$ cat src/rtl/tdm_demultiplexer_1to4.sv
// Framed 1-to-4 TDM demultiplexer: gathers a 4-beat serial frame and presents it in parallel.
// Optional FRAME_COUNT_EN adds an 8-bit count of delivered frames (frame_cnt).
module tdm_demultiplexer_1to4 #(
  parameter int WIDTH = 8
) (
  input  logic             clk,
  input  logic             rst,
  input  logic [WIDTH-1:0] in_data,
  input  logic             in_valid,
  input  logic             in_sof,
  output logic             in_ready,
  output logic [WIDTH-1:0] out0,
  output logic [WIDTH-1:0] out1,
  output logic [WIDTH-1:0] out2,
  output logic [WIDTH-1:0] out3,
  output logic             out_valid,
  input  logic             out_ready,
  output logic [1:0]       out_sel,
  output logic             err_sync
`ifdef FRAME_COUNT_EN
  ,
  output logic [7:0]       frame_cnt
`endif
);

  // state   | meaning
  // IDLE    | waiting for a start-of-frame beat (channel 0)
  // COLLECT | channels 1..3 pending, out_sel names the next one
  // HOLD    | completed frame on outputs, waiting for consumer
  typedef enum logic [1:0] {IDLE, COLLECT, HOLD} state_t;

  state_t           state, state_nxt;
  logic [WIDTH-1:0] shadow0, shadow1, shadow2;
  logic [WIDTH-1:0] shadow0_nxt, shadow1_nxt, shadow2_nxt;
  logic [WIDTH-1:0] out0_nxt, out1_nxt, out2_nxt, out3_nxt;
  logic             out_valid_nxt;
  logic [1:0]       out_sel_nxt;
  logic             err_sync_nxt;
  logic             accept;
  logic             handshake;

  assign in_ready  = (state != HOLD);
  assign accept    = in_valid & in_ready;
  assign handshake = out_valid & out_ready;

  always_ff @(posedge clk or posedge rst) begin
    if (rst) begin
      state     <= IDLE;
      shadow0   <= '0;
      shadow1   <= '0;
      shadow2   <= '0;
      out0      <= '0;
      out1      <= '0;
      out2      <= '0;
      out3      <= '0;
      out_valid <= 1'b0;
      out_sel   <= 2'd0;
      err_sync  <= 1'b0;
    end else begin
      state     <= state_nxt;
      shadow0   <= shadow0_nxt;
      shadow1   <= shadow1_nxt;
      shadow2   <= shadow2_nxt;
      out0      <= out0_nxt;
      out1      <= out1_nxt;
      out2      <= out2_nxt;
      out3      <= out3_nxt;
      out_valid <= out_valid_nxt;
      out_sel   <= out_sel_nxt;
      err_sync  <= err_sync_nxt;
    end
  end

  always_comb begin
    state_nxt     = state;
    shadow0_nxt   = shadow0;
    shadow1_nxt   = shadow1;
    shadow2_nxt   = shadow2;
    out0_nxt      = out0;
    out1_nxt      = out1;
    out2_nxt      = out2;
    out3_nxt      = out3;
    out_valid_nxt = out_valid;
    out_sel_nxt   = out_sel;
    err_sync_nxt  = err_sync;
    case (state)
      IDLE: begin
        // beats without sof are dropped silently while hunting for a frame start
        if (accept && in_sof) begin
          shadow0_nxt = in_data;
          out_sel_nxt = 2'd1;
          state_nxt   = COLLECT;
        end
      end
      COLLECT: begin
        if (accept) begin
          if (in_sof) begin
            err_sync_nxt = 1'b1;
            shadow0_nxt  = in_data;
            out_sel_nxt  = 2'd1;
          end else begin
            case (out_sel)
              2'd1: begin
                shadow1_nxt = in_data;
                out_sel_nxt = 2'd2;
              end
              2'd2: begin
                shadow2_nxt = in_data;
                out_sel_nxt = 2'd3;
              end
              default: begin
                // channel 3 bypasses the shadows straight onto the outputs
                out0_nxt      = shadow0;
                out1_nxt      = shadow1;
                out2_nxt      = shadow2;
                out3_nxt      = in_data;
                out_valid_nxt = 1'b1;
                out_sel_nxt   = 2'd0;
                state_nxt     = HOLD;
              end
            endcase
          end
        end
      end
      HOLD: begin
        if (handshake) begin
          out_valid_nxt = 1'b0;
          state_nxt     = IDLE;
        end
      end
      default: state_nxt = IDLE;
    endcase
  end

`ifdef FRAME_COUNT_EN
  always_ff @(posedge clk or posedge rst) begin
    if (rst)
      frame_cnt <= 8'd0;
    else if (handshake)
      frame_cnt <= frame_cnt + 8'd1;
  end
`endif

endmodule
$ cat config.mk
export PLATFORM = sky130hd
export DESIGN_NAME = tdm_demultiplexer_1to4
export DESIGN_NICKNAME = d
export VERILOG_FILES = /design/src/rtl/tdm_demultiplexer_1to4.sv
export SDC_FILE = /design/constraint.sdc
export NUM_CORES = 1
export LEC_CHECK = 0
export BUFFER_PORTS_ARGS = -buffer_cell sky130_fd_sc_hd__buf_2
export CAP_MARGIN = 20
export CORE_AREA = 4 4 80 82
export DETAILED_ROUTE_END_ITERATION = 6
export DIE_AREA = 0 0 84 86
export HOLD_SLACK_MARGIN = 0.08
export PLACE_DENSITY = 0.71
export SLEW_MARGIN = 15
export SYNTH_ARGS = -nofsm -noshare
export SYNTH_HDL_FRONTEND = slang
export SYNTH_SLANG_ARGS = --single-unit
export TNS_END_PERCENT = 30
$ cat constraint.sdc
create_clock -name clk -period 2.6 [get_ports clk]
set_input_delay 0.65 -clock clk [delete_from_list [all_inputs] [get_ports clk]]
set_output_delay 0.65 -clock clk [all_outputs]
set_load 0.02 [all_outputs]
---- Word-level counts from Yosys, hierarchy flattened ----
Cells that the tools add are included.
operators by class
  multiplexer cells ....................... 19
  bitwise operators ....................... 4
  reduce and logical (&&, ||, !) cells .... 13
  equality and inequality tests ........... 11
operators with widths
  operator            number
  $mux 8              3
  $pmux 8 s2          1
  $reduce_and 4->1    4
  $mux 2              7
  $ne 2x2->1 const B  7
  $reduce_and 5->1    2
  $pmux 2 s2          2
  $pmux 2 s3          1
  $reduce_and 3->1    2
  $eq 2x1->1 const B  2
  $eq 2x2->1 const B  2
  $mux 1              4
  $reduce_bool 2->1   2
  $and 1x1->1         2
  $logic_not 2->1     1
  $not 1->1           2
  $pmux 1 s2          1
  $reduce_or 2->1     1
  $logic_and 1x1->1   1
word-level totals
  logic and storage cells ................. 58
  bits of input ports ..................... 13
  bits in registers ....................... 62
  output and inout port bits .............. 37

---- Longest topological paths before layout ----
  depth after elaboration ................. 6
  mapped depth ............................ 5

---- Least setup slack after synthesis ----
No wires, ideal clock.
  path type ............................... input to register
  start point ............................. input in_sof
  end point ............................... register out0[0]
  path buffers ............................ 1
  stages .................................. 4
  data arrival time ....................... 1.540 ns
  slack ................................... 0.935 ns
  required time ........................... 2.475 ns
  cells stage by stage .................... and4bb_4 -> nand2_4 -> buf_6 -> mux2_4
on the way
  longest elaborated chain between the ends .. 2
RTL lines
  item                               RTL line  text
  start: declaration                 10        input logic in_sof,
  $not 1->1 (no source line)         --
  $reduce_and 4->1 (no source line)  --
  end signal: assignment             64        out0 <= out0_nxt;
  end: declaration                   12        output logic [WIDTH-1:0] out0,
No other way between the ends.
A chain may end at the register's enable or synchronous reset.

---- Final worst setup path ----
  start point ............................. register out_sel[0]
  end point ............................... register out2[0]
on the way
  longest elaborated chain between the ends .. 4
  elaborated cells between the ends (all ways) .. 5
  those cells by class .................... eq/ne: 2; bitwise: 1; reduce/logical: 2
RTL lines
  item                                             RTL line  text
  start: declaration                               18        output logic [1:0] out_sel,
  start signal: assignment                         69        out_sel <= out_sel_nxt;
  $eq 2x2->1 / $eq 2x1->1 (equally long branches)  102       case (out_sel)
  $reduce_or 2->1 (no source line) *               --
  $not 1->1 (no source line) *                     --
  $reduce_and 4->1 (no source line) *              --
  end signal: assignment                           66        out2 <= out2_nxt;
  end: declaration                                 14        output logic [WIDTH-1:0] out2,
Every way passes the cells marked *; elsewhere a longest branch is shown, timed or not.

==> results.tsv <==
stage	metric	value	unit
placed_design	port_buffers	49	
pwr	p_leak	0.001594	uW
placed_design	dp_hpwl	2975	um
run_status	outcome	completed	
timing	min_period_over_period	0.7060	
placed_design	gp_congestion	0.7441	
timing	setup_tns	0	ps
timing	fin_crit	1835	ps
route	wl_per_cell	15.14	um
logic_synthesis	ys_seq_area_frac	0.6212	
clocking	post_cts_resized	0	
timing	tightest_slew	614.6	ps
critical_path	critPathKind	reg2reg	
floorplan	core_area	5746	sq um
timing	max_freq	544.8	MHz
finish	fin_cells	284	
pwr	p_per_area	1230	nW/um^2
timing	hold_slack	353.0	ps
logic_synthesis	async_reset_ff_frac	1.000	
timing	max-slew-margin-rel	0.5903	
critical_path	critPathArrivalTime	2040	ps
critical_path	cp_max_fo	33	
timing	fin_worst_skew	2.926	ps
finish	diodes	0	
floorplan	initial_core_util	0.4347	
logic_synthesis	ys_types	22	
logic_synthesis	ys_warn_count	0	
min_path	hp-class	in2async	
logic_synthesis	synth_top_cell_area_share	0.6212	
floorplan	rows	28	
route	vias	1364	
logic_synthesis	synth_nets	161	
critical_path	start_kind	flip-flop	
grt	grt_pass1_wl	6989	um
grt	grt_pass1_vias	1383	
clocking	cts-root-buf	clkbuf_8	
floorplan	die_area	7224	sq um
route	first_iter_violations	48	
finish	postLayoutCellArea	3042	sq um
finish	drive_above_1_share	0.6077	
clocking	cts_tree	built	
grt	grt_max_degree	41	
logic_synthesis	avgSynthCellArea	17.11	sq um
logic_synthesis	ys_seq_elements	62	
floorplan	boundaryPins	50	
finish	finalNetCount	219	
route	drc	0	
critical_path	required	2800	ps
clocking	clockBufferDepth	2	
clocking	post_cts_buffers	0	
route	firstDrtPassIters	4	
pwr	ir_drop	553.0	uV
grt	antenna_found_initial	0	
logic_synthesis	synth.largest_area_cell	dfrtp_1	
timing	drv_slew	0	
logic_synthesis	synth_most_common_cell	dfrtp_1	
finish	regArea	1551	sq um
finish	fill_cells	490	
logic_synthesis	netlist_instances	146	
route	wl	4300	um
route	via_per_inst	4.803	
clocking	hold_buffers	0	
clocking	cts_max_level	3	
timing	setup_viol	0	
finish	syn_to_final_growth	21.79	%
placed_design	place_inst	268	
floorplan	die_h	86	um
clocking	clk_pin_slew	70	ps
logic_synthesis	synthTopCellsByArea	dfrtp_1, mux2_4, mux2_2	
timing	hold_violations	0	
run	max_cap_viol_count	0	
finish	multi_input_area	897.1	sq um
timing	rsz0062_at_grt	false	
logic_synthesis	synth-edff-count	0	
clocking	clock-sinks	62	
logic_synthesis	netlist_area	2497	sq um
route	ant_nets	0	
grt	grtUsageTotal	0.1264	
floorplan	fp.dieW	84	um
grt	grt-ovfl-total	0	
logic_synthesis	synth_ff_type	dfrtp_1	
placed_design	placed_cell_area	2823	sq um
critical_path	end_kind	flip-flop	
clocking	clkLatencyLatePin	320	ps
clocking	cts_buffers	9	
logic_synthesis	synthTopCellsByCount	dfrtp_1, mux2_4, mux2_2	
## layout by cell type (no fill, tap or decap)
| master | instances |
|---|---|
| dfrtp_1 | 62 |
| buf_2 | 49 |
| mux2_4 | 29 |
| mux2_2 | 27 |
| clkbuf_8 | 13 |
| inv_1 | 3 |
| nand2_1 | 2 |
| nor2_1 | 2 |
| nand2_2 | 2 |
| ha_1 | 2 |
| clkinv_2 | 2 |
| and4bb_4 | 1 |
| nand2_4 | 1 |
| a22oi_1 | 1 |
| or4b_1 | 1 |
| nor3b_1 | 1 |
| o22a_1 | 1 |
| inv_2 | 1 |
| and2_1 | 1 |
| o21ai_0 | 1 |
| nand3b_1 | 1 |
| o21bai_1 | 1 |
| o22ai_1 | 1 |
| a21oi_1 | 1 |
| a31oi_1 | 1 |
| bufinv_16 | 1 |
| buf_12 | 1 |
## sequential cells by signal, indices dropped and copies added (netlist names)
name and flops:
out0 8, out1 8, out2 8, out3 8, shadow0 8, shadow1 8, shadow2 8, out_sel 2
state 2, err_sync 1, out_valid 1
## report_power, final
part           switching (uW)  leakage, uW  internal (uW)
Sequential                218     0.000770           1350
Combinational             628     0.000709            661
Clock                     344     0.000115            544
## cell families (layout without fill, tap and decap cells)
family | after synthesis | after routing | synth area share
and+or+nand+nor | 12 | 12 | 0.03458
DFF | 62 | 62 | 0.6212
AOI/OAI and AO/OA | 7 | 7 | 0.01854
muxes | 56 | 56 | 0.2961
adders and majority gates | 2 | 2 | 0.01002
buffers and inverters | 7 | 70 | 0.01954
## routing by layer
layer / track usage / wire (um) / vias up
li1: - / - / 632
met1: 0.1549 / 1950 / 692
met2: 0.1967 / 2048 / 34
met3: 0.04611 / 247 / 6
met4: 0.06579 / 53 / 0
met5: 0 / 0 / -
## critical path, stage by stage (launching register included)
cell and delay [ps]:
dfrtp_1 400, inv_1 60, ha_1 370, nand2_4 480, mux2_2 400
## through the flow
stage	total power, uW	util	worst slack, ps
after floorplan	2507	-	408.6
after global placement	2855	0.4913	565.7
after detailed placement	2896	0.4913	544.8
after global routing	3949	0.5294	679.5
final	3742	0.5294	764.5
after CTS	3793	0.5294	745.3
## layout make-up
class                      instances  share of cell area
sequential                        62              0.5101
timing repair buffer              50             0.08721
tap                               75             0.03085
multi-input combinational         77              0.2949
clock buffer                      13             0.05882
clock inverter                     3             0.01316
inverter                           4            0.004936
## worst paths after layout
path	start	end	slack, ps	depth (start not counted)
worst max-delay path	out_sel[0]$_DFFE_PP0P_	out2[0]$_DFFE_PP0P_	760	4
worst min-delay path	rst	out3[4]$_DFFE_PP0P_	350	2
worst max register to register	out_sel[0]$_DFFE_PP0P_	out2[0]$_DFFE_PP0P_	760	4
worst min register to register	err_sync$_DFFE_PP0P_	err_sync$_DFFE_PP0P_	490	1
max in group asynchronous	rst	shadow0[2]$_DFFE_PP0P_	1670	3
min in group clk	err_sync$_DFFE_PP0P_	err_sync$_DFFE_PP0P_	490	1
No activity file was read; power rests on OpenSTA's default activity.
